### config.mk
export PLATFORM = sky130hd
export DESIGN_NAME = branch_resolve_unit
export DESIGN_NICKNAME = d
export VERILOG_FILES = /design/src/rtl/branch_resolve_unit_pkg.sv /design/src/rtl/branch_resolve_unit_cond_eval.sv /design/src/rtl/branch_resolve_unit.sv
export SDC_FILE = /design/constraint.sdc
export NUM_CORES = 1
export LEC_CHECK = 0
export ABC_AREA = 1
export ABC_CLOCK_PERIOD_IN_PS = 8000
export CORE_ASPECT_RATIO = 1.4
export CORE_MARGIN = 4
export CORE_UTILIZATION = 45
export CTS_CLUSTER_SIZE = 30
export DETAILED_ROUTE_END_ITERATION = 12
export PLACE_DENSITY = 0.78
export REMOVE_ABC_BUFFERS = 1
export SYNTH_ARGS = -nofsm -noshare
export SYNTH_HDL_FRONTEND = slang
export SYNTH_SLANG_ARGS = --single-unit
### constraint.sdc
create_clock -name iClk -period 8 [get_ports iClk]
set_input_delay 1.6 -clock iClk [delete_from_list [all_inputs] [get_ports iClk]]
set_output_delay 1.6 -clock iClk [all_outputs]
set_load 0.005 [all_outputs]
### src/rtl/branch_resolve_unit_pkg.sv
// Shared types for the branch resolve path.
//   t_flag    : ALU SUB flags; carryOut=1 means a borrow occurred (rs1 < rs2 unsigned)
//   t_brcond  : branch condition in funct3 encoding (010/011 are reserved)
//   PC_INC    : fall-through increment
package defs;

  typedef struct packed {
    logic zero;
    logic sign;
    logic overflow;
    logic carryOut;
  } t_flag;

  typedef enum logic [2:0] {
    BEQ  = 3'b000,
    BNE  = 3'b001,
    BLT  = 3'b100,
    BGE  = 3'b101,
    BLTU = 3'b110,
    BGEU = 3'b111
  } t_brcond;

  localparam int PC_INC = 4;

endpackage

### src/rtl/branch_resolve_unit_cond_eval.sv
// br_cond_eval: combinational branch condition evaluator.
// Ports:
//   i_flag    in  t_flag     SUB flags of rs1-rs2
//   i_cond    in  [2:0]      funct3 condition
//   o_taken   out            condition holds
//   o_illegal out            reserved encoding (never taken)
module br_cond_eval
  import defs::*;
(
  input  t_flag      i_flag,
  input  logic [2:0] i_cond,
  output logic       o_taken,
  output logic       o_illegal
);

  logic w_eq;
  logic w_lt;
  logic w_ltu;

  assign w_eq  = i_flag.zero;
  // Signed less-than survives overflow: the sign is wrong exactly when overflow is set.
  assign w_lt  = i_flag.sign ^ i_flag.overflow;
  assign w_ltu = i_flag.carryOut;

  always_comb begin
    o_taken   = 1'b0;
    o_illegal = 1'b0;
    case (i_cond)
      BEQ:     o_taken = w_eq;
      BNE:     o_taken = ~w_eq;
      BLT:     o_taken = w_lt;
      BGE:     o_taken = ~w_lt;
      BLTU:    o_taken = w_ltu;
      BGEU:    o_taken = ~w_ltu;
      default: o_illegal = 1'b1;
    endcase
  end

endmodule

### src/rtl/branch_resolve_unit.sv
// branch_resolve_unit: two-stage conditional branch resolver.
// Stage 1 captures flags/condition/PC operands; stage 2 holds the resolved
// result (taken, target, fall-through, illegal). Valid/ready on both sides.
// Ports:
//   iClk, iRst            clock, synchronous active-high reset
//   iValid/oReady         input handshake
//   iFlag, iCond          ALU SUB flags and funct3 condition
//   iPC, iOffset          branch PC and sign-extended offset
//   iFlush                drop all in-flight entries
//   oValid/iReady         output handshake
//   oTaken, oTarget, oNextPC, oIllegal   resolved result
//   oBrCnt, oTakenCnt     saturating statistics counters
module branch_resolve_unit
  import defs::*;
#(
  parameter int N     = 32,
  parameter int CNT_W = 16
) (
  input  logic             iClk,
  input  logic             iRst,
  input  logic             iValid,
  output logic             oReady,
  input  t_flag            iFlag,
  input  logic [2:0]       iCond,
  input  logic [N-1:0]     iPC,
  input  logic [N-1:0]     iOffset,
  input  logic             iFlush,
  output logic             oValid,
  input  logic             iReady,
  output logic             oTaken,
  output logic [N-1:0]     oTarget,
  output logic [N-1:0]     oNextPC,
  output logic             oIllegal,
  output logic [CNT_W-1:0] oBrCnt,
  output logic [CNT_W-1:0] oTakenCnt
);

  localparam logic [CNT_W-1:0] CNT_MAX = '1;

  logic             r_s1_valid;
  t_flag            r_s1_flag;
  logic [2:0]       r_s1_cond;
  logic [N-1:0]     r_s1_pc;
  logic [N-1:0]     r_s1_off;

  logic             r_s2_valid;
  logic             r_taken;
  logic [N-1:0]     r_target;
  logic [N-1:0]     r_nextpc;
  logic             r_illegal;

  logic [CNT_W-1:0] r_br_cnt;
  logic [CNT_W-1:0] r_taken_cnt;

  logic             w_s1_adv;
  logic             w_accept;
  logic             w_out_hs;
  logic             w_taken;
  logic             w_illegal;

  assign w_s1_adv = ~r_s2_valid | iReady;
  assign oReady   = ~r_s1_valid | w_s1_adv;
  assign w_accept = iValid & oReady;
  assign w_out_hs = r_s2_valid & iReady;

  br_cond_eval u_cond_eval (
    .i_flag    (r_s1_flag),
    .i_cond    (r_s1_cond),
    .o_taken   (w_taken),
    .o_illegal (w_illegal)
  );

  // Valid bits: reset, then flush, then normal advance.
  always_ff @(posedge iClk) begin
    if (iRst) begin
      r_s1_valid <= 1'b0;
      r_s2_valid <= 1'b0;
    end else if (iFlush) begin
      r_s1_valid <= 1'b0;
      r_s2_valid <= 1'b0;
    end else begin
      if (w_s1_adv) r_s2_valid <= r_s1_valid;
      if (oReady)   r_s1_valid <= iValid;
    end
  end

  // Stage 1 data is don't-care while invalid, so it is not reset.
  always_ff @(posedge iClk) begin
    if (!iRst && !iFlush && w_accept) begin
      r_s1_flag <= iFlag;
      r_s1_cond <= iCond;
      r_s1_pc   <= iPC;
      r_s1_off  <= iOffset;
    end
  end

  // Stage 2 results only load when a valid entry moves in, so they hold under backpressure.
  always_ff @(posedge iClk) begin
    if (iRst) begin
      r_taken   <= 1'b0;
      r_target  <= '0;
      r_nextpc  <= '0;
      r_illegal <= 1'b0;
    end else if (!iFlush && w_s1_adv && r_s1_valid) begin
      r_taken   <= w_taken;
      r_target  <= r_s1_pc + r_s1_off;
      r_nextpc  <= r_s1_pc + N'(PC_INC);
      r_illegal <= w_illegal;
    end
  end

  always_ff @(posedge iClk) begin
    if (iRst) begin
      r_br_cnt    <= '0;
      r_taken_cnt <= '0;
    end else if (!iFlush && w_out_hs) begin
      if (r_br_cnt != CNT_MAX) r_br_cnt <= r_br_cnt + 1'b1;
      if (r_taken && (r_taken_cnt != CNT_MAX)) r_taken_cnt <= r_taken_cnt + 1'b1;
    end
  end

  assign oValid    = r_s2_valid;
  assign oTaken    = r_taken;
  assign oTarget   = r_target;
  assign oNextPC   = r_nextpc;
  assign oIllegal  = r_illegal;
  assign oBrCnt    = r_br_cnt;
  assign oTakenCnt = r_taken_cnt;

endmodule
==> results of run 1 <==
## sequential cells by signal, indices dropped and copies added, names as in the netlist, 3 cells and up
name,count
r_s1_flag,4
oTakenCnt,16
oTarget,32
r_s1_off,32
oNextPC,32
r_s1_pc,32
oBrCnt,16
r_s1_cond,3
## worst max-delay path: stages
cell and delay [ns]:
clkdlybuf4s50_1 0.43, nor2_1 0.24, inv_1 0.09, nor2_1 0.16, inv_1 0.07, clkdlybuf4s50_1 0.44
## cell type report
type | instances | area share (%)
sequential | 171 | 34.2
timing repair buffer | 181 | 14.8
inverter | 230 | 7.14
clock inverter | 15 | 1.27
tap | 256 | 2.65
clock buffer | 17 | 3.52
multi-input combinational | 892 | 36.4
## how the worst max path moves through the flow
| stage | end | cells after the start | slack, ns | start |
|---|---|---|---|---|
| 5_1_grt | oReady | 6 | 3.30 | iReady |
| 2_1_floorplan | r_s1_cond[0] | 3 | 0.83 | iFlush |
| 4_1_cts | oReady | 6 | 3.37 | iReady |
| 6_report | oReady | 6 | 3.37 | iReady |
| 3_5_place_dp | oReady | 6 | 3.37 | iReady |
| 3_3_place_gp | oReady | 6 | 3.41 | iReady |
## stage by stage
step           utilization, %  power (W)  area, sq um  hold slack (ns)  cells
6_report                 58.6    0.00197        12100            0.470   1762
5_1_grt                  58.6    0.00205        12100            0.506   1762
4_1_cts                  58.6    0.00199        12100            0.469   1762
3_5_place_dp             55.8    0.00117        11500            0.458   1730
3_3_place_gp             55.8    0.00117        11500            0.454   1730
2_1_floorplan               -    0.00107         9400            0.456   1293
## layout by cell type (no fill, tap or decap), types with 7 or more instances in the layout
cell type,count
nand2_1,357
inv_1,227
nor2_1,182
clkdlybuf4s50_1,174
dfxtp_1,100
nand3_1,74
edfxtp_1,71
o21ai_0,54
a21oi_1,48
ha_1,34
xor2_1,33
nor3_1,28
clkbuf_16,17
nand4_1,15
xnor2_1,13
o211ai_1,9
nand3b_1,7
## report_power, final
part	switching (W)	internal, W
clock network	0.000401	0.000416
logic	0.000105	0.0000946
registers	0.0000176	0.000932
total	0.000523	0.00144
## kinds of logic (layout without fill, tap and decap cells)
logic type | after synthesis | after routing | synth area share, %
AO/OA/AOI/OAI | 124 | 124 | 7.16
XOR/XNOR | 46 | 46 | 4.23
adder cells (fa/ha/maj) | 35 | 35 | 4.68
buffers and inverters | 256 | 443 | 10.4
flip-flops | 171 | 171 | 43.4
AND/OR/NAND/NOR | 687 | 687 | 30.1
## routing by layer
layer	part of all wire, %	wire, um	vias up
met4	2.5	639	0
met5	0	0	-
met2	51	13200	233
met1	42	10900	3951
met3	5.0	1320	35
li1	-	-	4501
==> results.yml, run 1 <==
place:
  gp_congestion: 0.935
  portBuffers: 175
  hpwlAfterDp_um: 20300
  place_ws_ns: 3.37
logic_synthesis:
  ys_seq_elements: 171
  netlist.area_leader.share_pct: 22.4
  yosysMostFrequentCell: "nand2_1"
  synth_area_leaders: "edfxtp_1, dfxtp_1, nand2_1"
  ys_seq_area_share_pct: 43.4
  netlist_area_sq_mm: 0.00952
  ys_top_cells_by_count: "nand2_1, inv_1, nor2_1"
  ys.flop_type: "dfxtp_1"
  async_flop_share_pct: 0
  synth_cell_types: 40
  synth-edff-count: 71
  synthCells: 1319
  yosys_warnings: 0
  syn_avg_cell_area_sq_um: 7.22
  yosys.area.top_type: "edfxtp_1"
global_route:
  gr-usage-met1_pct: 26.8
  use_met3_pct: 3.80
  grt.met2_usage_pct: 39.6
  grt_pass1_vias: 8317
  grt_max_degree: 72
  grt_overflow: 0
  antenna_found_initial: 0
  grt_pass1_wl_um: 41500
  busiest_layer: "met2"
  grt_usage_pct: 22.3
clock_tree:
  cts_setup_buffers: 0
  cts_hold_buf: 0
  cts_tree: "done"
  numCtsBuffers: 17
  cts_buffer_depth: 2
  cts-root-buf: "clkbuf_16"
  htreeDepth: 4
  clock-sinks: 171
  clock_latency_ns: 0.44
  cts.repair.resized: 0
  path_clk_slew_ns: 0.07
run_status:
  outcome: "finished, final reports clean"
critical_path:
  worst_ep_required_time_ns: 6.40
  r2r_cells: 7
  path_max_fanout: 2
  r2r_slack_ns: 5.73
  cp_data_arrival_time_ns: 3.03
  critPathKind: "in -> out"
  r2r_end: "oNextPC[23]"
  crit_path_end_kind: "output port"
  cp-start-kind: "primary input"
  r2r_start: "r_s1_valid"
min_path:
  worstHoldStart: "oIllegal"
  holdPathStages: 2
  worstHoldPathType: "reg -> reg"
  min_to: "oIllegal"
timing:
  setup_tns_ns: 0
  finalHoldViolCount: 0
  tightest_slew_ns: 0.929
  max_freq_ghz: 0.216
  drv_slew: 0
  min_period_ns: 4.63
  fin_crit_sh_pct: 57.9
  rsz0062_at_grt: "false"
  maxSlewHeadroom_pct: 38.1
  worst_slack_ns: 3.37
  skew_ns: 0.0133
  setup_viol: 0
floorplanning:
  core_area_sq_mm: 0.0206
  num_rows: 62
  die_w_um: 131
  die_area_sq_mm: 0.0236
  io_pins: 176
  initial_utilization_pct: 46.1
  die_h_um: 180
route:
  first_iter_violations: 530
  drt_pass1_iterations: 6
  post_drt_wl_per_cell_um: 14.8
  drt_wl_total_um: 26100
  drc_errors: 0
  vias_per_cell: 4.95
  num_vias: 8720
  drtAntennaViolNets: 0
layout:
  antennaDiodeCount: 0
  drive_gt1_share_pct: 4.12
  fillers: 1910
  seq_area_sq_mm: 0.00413
  area_growth_pct: 27.1
  layout.nets: 1604
  multi_input_area_sq_mm: 0.00441
run:
  cap_violations: 0
power:
  power_density_mw_per_mm2: 163
  peakVddDrop_uv: 150
  power_leakage_nw: 5.52
Power figures use the tool's default switching activity.
==> inputs of run 2 (changes only) <==
Settings changed: ABC_CLOCK_PERIOD_IN_PS 8000 to 4090, PLACE_DENSITY 0.78 to 0.81.
Clock period 8 ns to 4.09 ns, I/O delays scaled along.
==> run 2 against run 1 <==
Core utilization up 0.22 points. Count of clock-buffer cells in the layout is 4 higher. Wire length increased by 0.68%. Non-clock buffer count shrank 2. Clock skew decreased by 0.0033 ns. Final cell count decreased by 0.11%. Combinational power rose by 97%. First-iteration DRC count down 37%. Highest routed layer unchanged. Via count fell by 0.15%. Largest power group unchanged.
==> results.yml, run 2 (same netlist as run 1, synthesis figures left out) <==
min_path:
  holdPathStages: 2
  worstHoldPathType: "reg -> reg"
  min_to: "oIllegal"
  worstHoldStart: "oIllegal"
critical_path:
  crit_buf_inv: 4
  crit_path_top_delay_cell: "clkdlybuf4s50_1"
  cp-start-kind: "primary input"
  cpPeakStageDelay_ns: 0.44
  cp_data_arrival_time_ns: 2.22
  worst_ep_required_time_ns: 3.27
  r2r_cells: 14
  r2r_start: "r_s1_pc[0]"
  cp_top_family: "buffers and inverters"
  critPathKind: "in -> out"
  r2r_end: "oTarget[22]"
  path_max_fanout: 2
  path_cells: "clkdlybuf4s50_1 > nor2_1 > inv_1 > nor2_1 > inv_1 > clkdlybuf4s50_1"
  r2r_slack_ns: 1.86
  crit_path_end_kind: "output port"
floorplanning:
  num_rows: 62
  core_area_sq_mm: 0.0206
  initial_utilization_pct: 46.1
  die_h_um: 180
  io_pins: 176
  die_area_sq_mm: 0.0236
  die_w_um: 131
route:
  vias_per_cell: 4.95
  drc_errors: 0
  wl_met1_um: 10800
  top_layer_used: "met4"
  post_drt_wl_per_cell_um: 14.9
  dr_wl_met3_um: 1200
  drtAntennaViolNets: 0
  first_iter_violations: 334
  route.met2.wl_um: 13500
  num_vias: 8707
  drt_pass1_iterations: 5
  drt_wl_total_um: 26200
place:
  place_ws_ns: 1.04
  dp_cells: 1728
  gp_congestion: 0.930
  hpwlAfterDp_um: 20000
  portBuffers: 175
  place_area_sq_mm: 0.0115
power:
  peakVddDrop_uv: 307
  power_density_mw_per_mm2: 325
  power_w: 0.00394
  power_leakage_nw: 5.54
clock_tree:
  cts_hold_buf: 0
  cts-root-buf: "clkbuf_16"
  clock_latency_ns: 0.44
  clock-sinks: 171
  numCtsBuffers: 17
  htreeDepth: 4
  path_clk_slew_ns: 0.07
  cts.repair.resized: 0
  cts_setup_buffers: 0
  cts_buffer_depth: 2
  cts_tree: "done"
layout:
  instances_no_fill: 1760
  layout.nets: 1602
  drive_gt1_share_pct: 3.99
  fin_area_sq_mm: 0.0121
  area_growth_pct: 27.6
  layout_common_cells: "nand2_1, inv_1, nor2_1, clkdlybuf4s50_1, dfxtp_1"
  antennaDiodeCount: 0
  layout_commonest_cell: "nand2_1"
global_route:
  antenna_found_initial: 0
  grt_overflow: 0
  grt_max_degree: 107
  grt_pass1_vias: 8286
  grt_pass1_wl_um: 41200
  grt_usage_pct: 22.4
run:
  cap_violations: 0
timing:
  drv_slew: 0
  rsz0062_at_grt: "false"
  fin_crit_sh_pct: 74.3
  max_freq_ghz: 0.329
  tightest_slew_ns: 0.963
  timing.hold.ws_ns: 0.468
  skew_ns: 0.0101
  finalHoldViolCount: 0
  min_period_ns: 3.04
  setup_viol: 0
  worst_slack_ns: 1.05
  maxSlewHeadroom_pct: 35.4
run_status:
  outcome: "finished, final reports clean"
-- run 2: through the flow --
| stage | util (%) | TNS [ns] |
|---|---|---|
| after floorplan | - | -201.62 |
| after global placement | 55.9 | 0 |
| after detailed placement | 55.9 | 0 |
| after CTS | 58.8 | 0 |
| after global routing | 58.8 | 0 |
| final | 58.8 | 0 |
-- run 2: worst max-delay path by stage --
stage / startpoint / endpoint / slack [ns] / depth (start not counted)
final: iReady / oReady / 1.05 / 6
after floorplan: iFlush / r_s1_cond[0] / -2.30 / 3
after detailed placement: iReady / oReady / 1.04 / 6
after global placement: iReady / oReady / 1.06 / 6
after CTS: iReady / oReady / 1.03 / 6
after global routing: iReady / oReady / 0.99 / 6
-- run 2: layer usage --
layer / vias to the layer above / GRT usage [%]
met1: 3939 / 26.2
met5: - / 0
met3: 38 / 3.65
li1: 4499 / -
met2: 231 / 40.0
met4: 0 / 8.81
-- run 2: area by class of cell --
type,instances,area [sq um]
Fill cell,1883,8490
Multi-Input combinational cell,892,4410
Sequential cell,171,4130
Timing Repair Buffer,179,1800
Inverter,230,863
Clock buffer,21,493
Tap cell,256,320
Clock inverter,11,121
-- run 2: power breakdown --
| group | internal [W] | total [W] | leakage [nW] | switching, W |
|---|---|---|---|---|
| Combinational | 0.000186 | 0.000392 | 3.77 | 0.000206 |
| Sequential | 0.00182 | 0.00186 | 1.46 | 0.0000344 |
| Clock | 0.000949 | 0.00169 | 0.305 | 0.000745 |
| Total | 0.00296 | 0.00394 | 5.54 | 0.000985 |
-- run 2: tightest hold or removal path, stage by stage (launching register included) --
cell	delay [ns]
dfxtp_1	0.31
nand2_1	0.06
a21oi_1	0.05
==> inputs of run 3 (changes only) <==
Settings changed: ABC_CLOCK_PERIOD_IN_PS 4090 to 3020, PLACE_DENSITY 0.81 to 0.78.
Clock period 4.09 ns to 3.02 ns, I/O delays scaled along.
==> run 3 against run 2 <==
Count of clock-buffer cells in the layout fell by 4. Flip-flop and latch count did not move. Clock skew rose by 0.0063 ns. Worst setup slack got worse by 0.64 ns. Hold slack improved by 0.0081 ns. Sequential share of layout area rose by 0.070 points. Global-route usage fell by 0.074 points. Clock power rose by 29%. Total power rose by 32%. Via count fell by 0.61%. Wire length fell by 1.4%. Critical endpoint unchanged. Largest power group unchanged. Highest routed layer unchanged.
==> results.yml, run 3 (same netlist as run 1, synthesis figures left out) <==
run_status:
  outcome: "finished, final reports clean"
clock_tree:
  cts_setup_buffers: 0
  path_clk_slew_ns: 0.07
  cts_tree: "done"
  cts_buffer_depth: 2
  cts.repair.resized: 0
  clock_latency_ns: 0.44
  clock-sinks: 171
  numCtsBuffers: 17
  cts-root-buf: "clkbuf_16"
  htreeDepth: 4
  cts_hold_buf: 0
critical_path:
  worst_ep_required_time_ns: 2.42
  critPathKind: "in -> out"
  path_max_fanout: 2
  path_cells: "clkdlybuf4s50_1 > nor2_1 > inv_1 > nor2_1 > inv_1 > clkdlybuf4s50_1"
  crit_path_end_kind: "output port"
  crit_path_top_delay_cell: "clkdlybuf4s50_1"
  cp_data_arrival_time_ns: 2.01
  cp-start-kind: "primary input"
  cpPeakStageDelay_ns: 0.44
route:
  vias_per_cell: 4.91
  drtAntennaViolNets: 0
  drt_wl_total_um: 25900
  post_drt_wl_per_cell_um: 14.7
  drc_errors: 0
  first_iter_violations: 426
  num_vias: 8654
  drt_pass1_iterations: 4
place:
  dp_cells: 1730
  gp_congestion: 0.928
  portBuffers: 175
  hpwlAfterDp_um: 20200
  place_ws_ns: 0.400
timing:
  setup_viol: 0
  min_period_ns: 2.61
  maxSlewHeadroom_pct: 40.9
  rsz0062_at_grt: "false"
  worst_slack_ns: 0.409
  max_freq_ghz: 0.383
  drv_slew: 0
  fin_crit_sh_pct: 86.5
  timing.hold.ws_ns: 0.476
  finalHoldViolCount: 0
  skew_ns: 0.0164
  setup_tns_ns: 0
  tightest_slew_ns: 0.885
global_route:
  antenna_found_initial: 0
  grt_max_degree: 72
  grt_overflow: 0
  grt_pass1_vias: 8295
  grt_pass1_wl_um: 41300
  grt_usage_pct: 22.3
min_path:
  worstHoldPathType: "reg -> reg"
power:
  peakVddDrop_uv: 409
  power_density_mw_per_mm2: 431
  power_leakage_nw: 5.53
floorplanning:
  initial_utilization_pct: 46.1
  die_area_sq_mm: 0.0236
  num_rows: 62
  core_area_sq_mm: 0.0206
  die_w_um: 131
  io_pins: 176
  die_h_um: 180
layout:
  layout_common_cells: "nand2_1, inv_1, nor2_1, clkdlybuf4s50_1, dfxtp_1"
  layout_commonest_cell: "nand2_1"
  instances_no_fill: 1762
  area_growth_pct: 27.3
  fillers: 1874
  multi_input_area_sq_mm: 0.00441
  layout.nets: 1604
  antennaDiodeCount: 0
  drive_gt1_share_pct: 4.12
  seq_area_sq_mm: 0.00413
run:
  cap_violations: 0
-- run 3: through the flow --
step | util, % | cell area, sq um | power, W
after detailed placement | 55.9 | 11500 | 0.00310
after global routing | 58.7 | 12100 | 0.00544
final | 58.7 | 12100 | 0.00522
after floorplan | - | 9400 | 0.00283
after CTS | 58.7 | 12100 | 0.00528
after global placement | 55.9 | 11500 | 0.00309
-- run 3: final cells by class --
class                           count  area share (%)
Clock buffer                       17            3.51
Timing Repair Buffer              181            15.0
Clock inverter                     15            1.23
Sequential cell                   171            34.1
Multi-Input combinational cell    892            36.4
Inverter                          230            7.12
Tap cell                          256            2.64
-- run 3: critical path, delay by kind of cell --
| kind | cells | cell delay (ns) |
|---|---|---|
| buf+inv | 4 | 1.02 |
| simple gates | 2 | 0.37 |
-- run 3: final timing paths --
path / cells after the start / to / slack (ns) / startpoint
max: 6 / oReady / 0.41 / iReady
min: 2 / oIllegal / 0.48 / oIllegal
max reg2reg: 14 / oTarget[30] / 0.81 / r_s1_pc[0]
min reg2reg: 2 / oIllegal / 0.48 / oIllegal
-- run 3: routing by layer --
layer / track usage [%] / vias to the layer above / wire length (um)
li1: - / 4482 / -
met1: 26.5 / 3882 / 10700
met2: 38.8 / 239 / 13000
met3: 4.18 / 51 / 1230
met4: 9.47 / 0 / 916
met5: 0 / - / 0
-- run 3: power breakdown --
| group | switching, W | total, W | internal [W] |
|---|---|---|---|
| sequential | 0.0000470 | 0.00252 | 0.00247 |
| combinational | 0.000277 | 0.000530 | 0.000253 |
| clock | 0.00101 | 0.00218 | 0.00117 |
| total | 0.00133 | 0.00522 | 0.00389 |
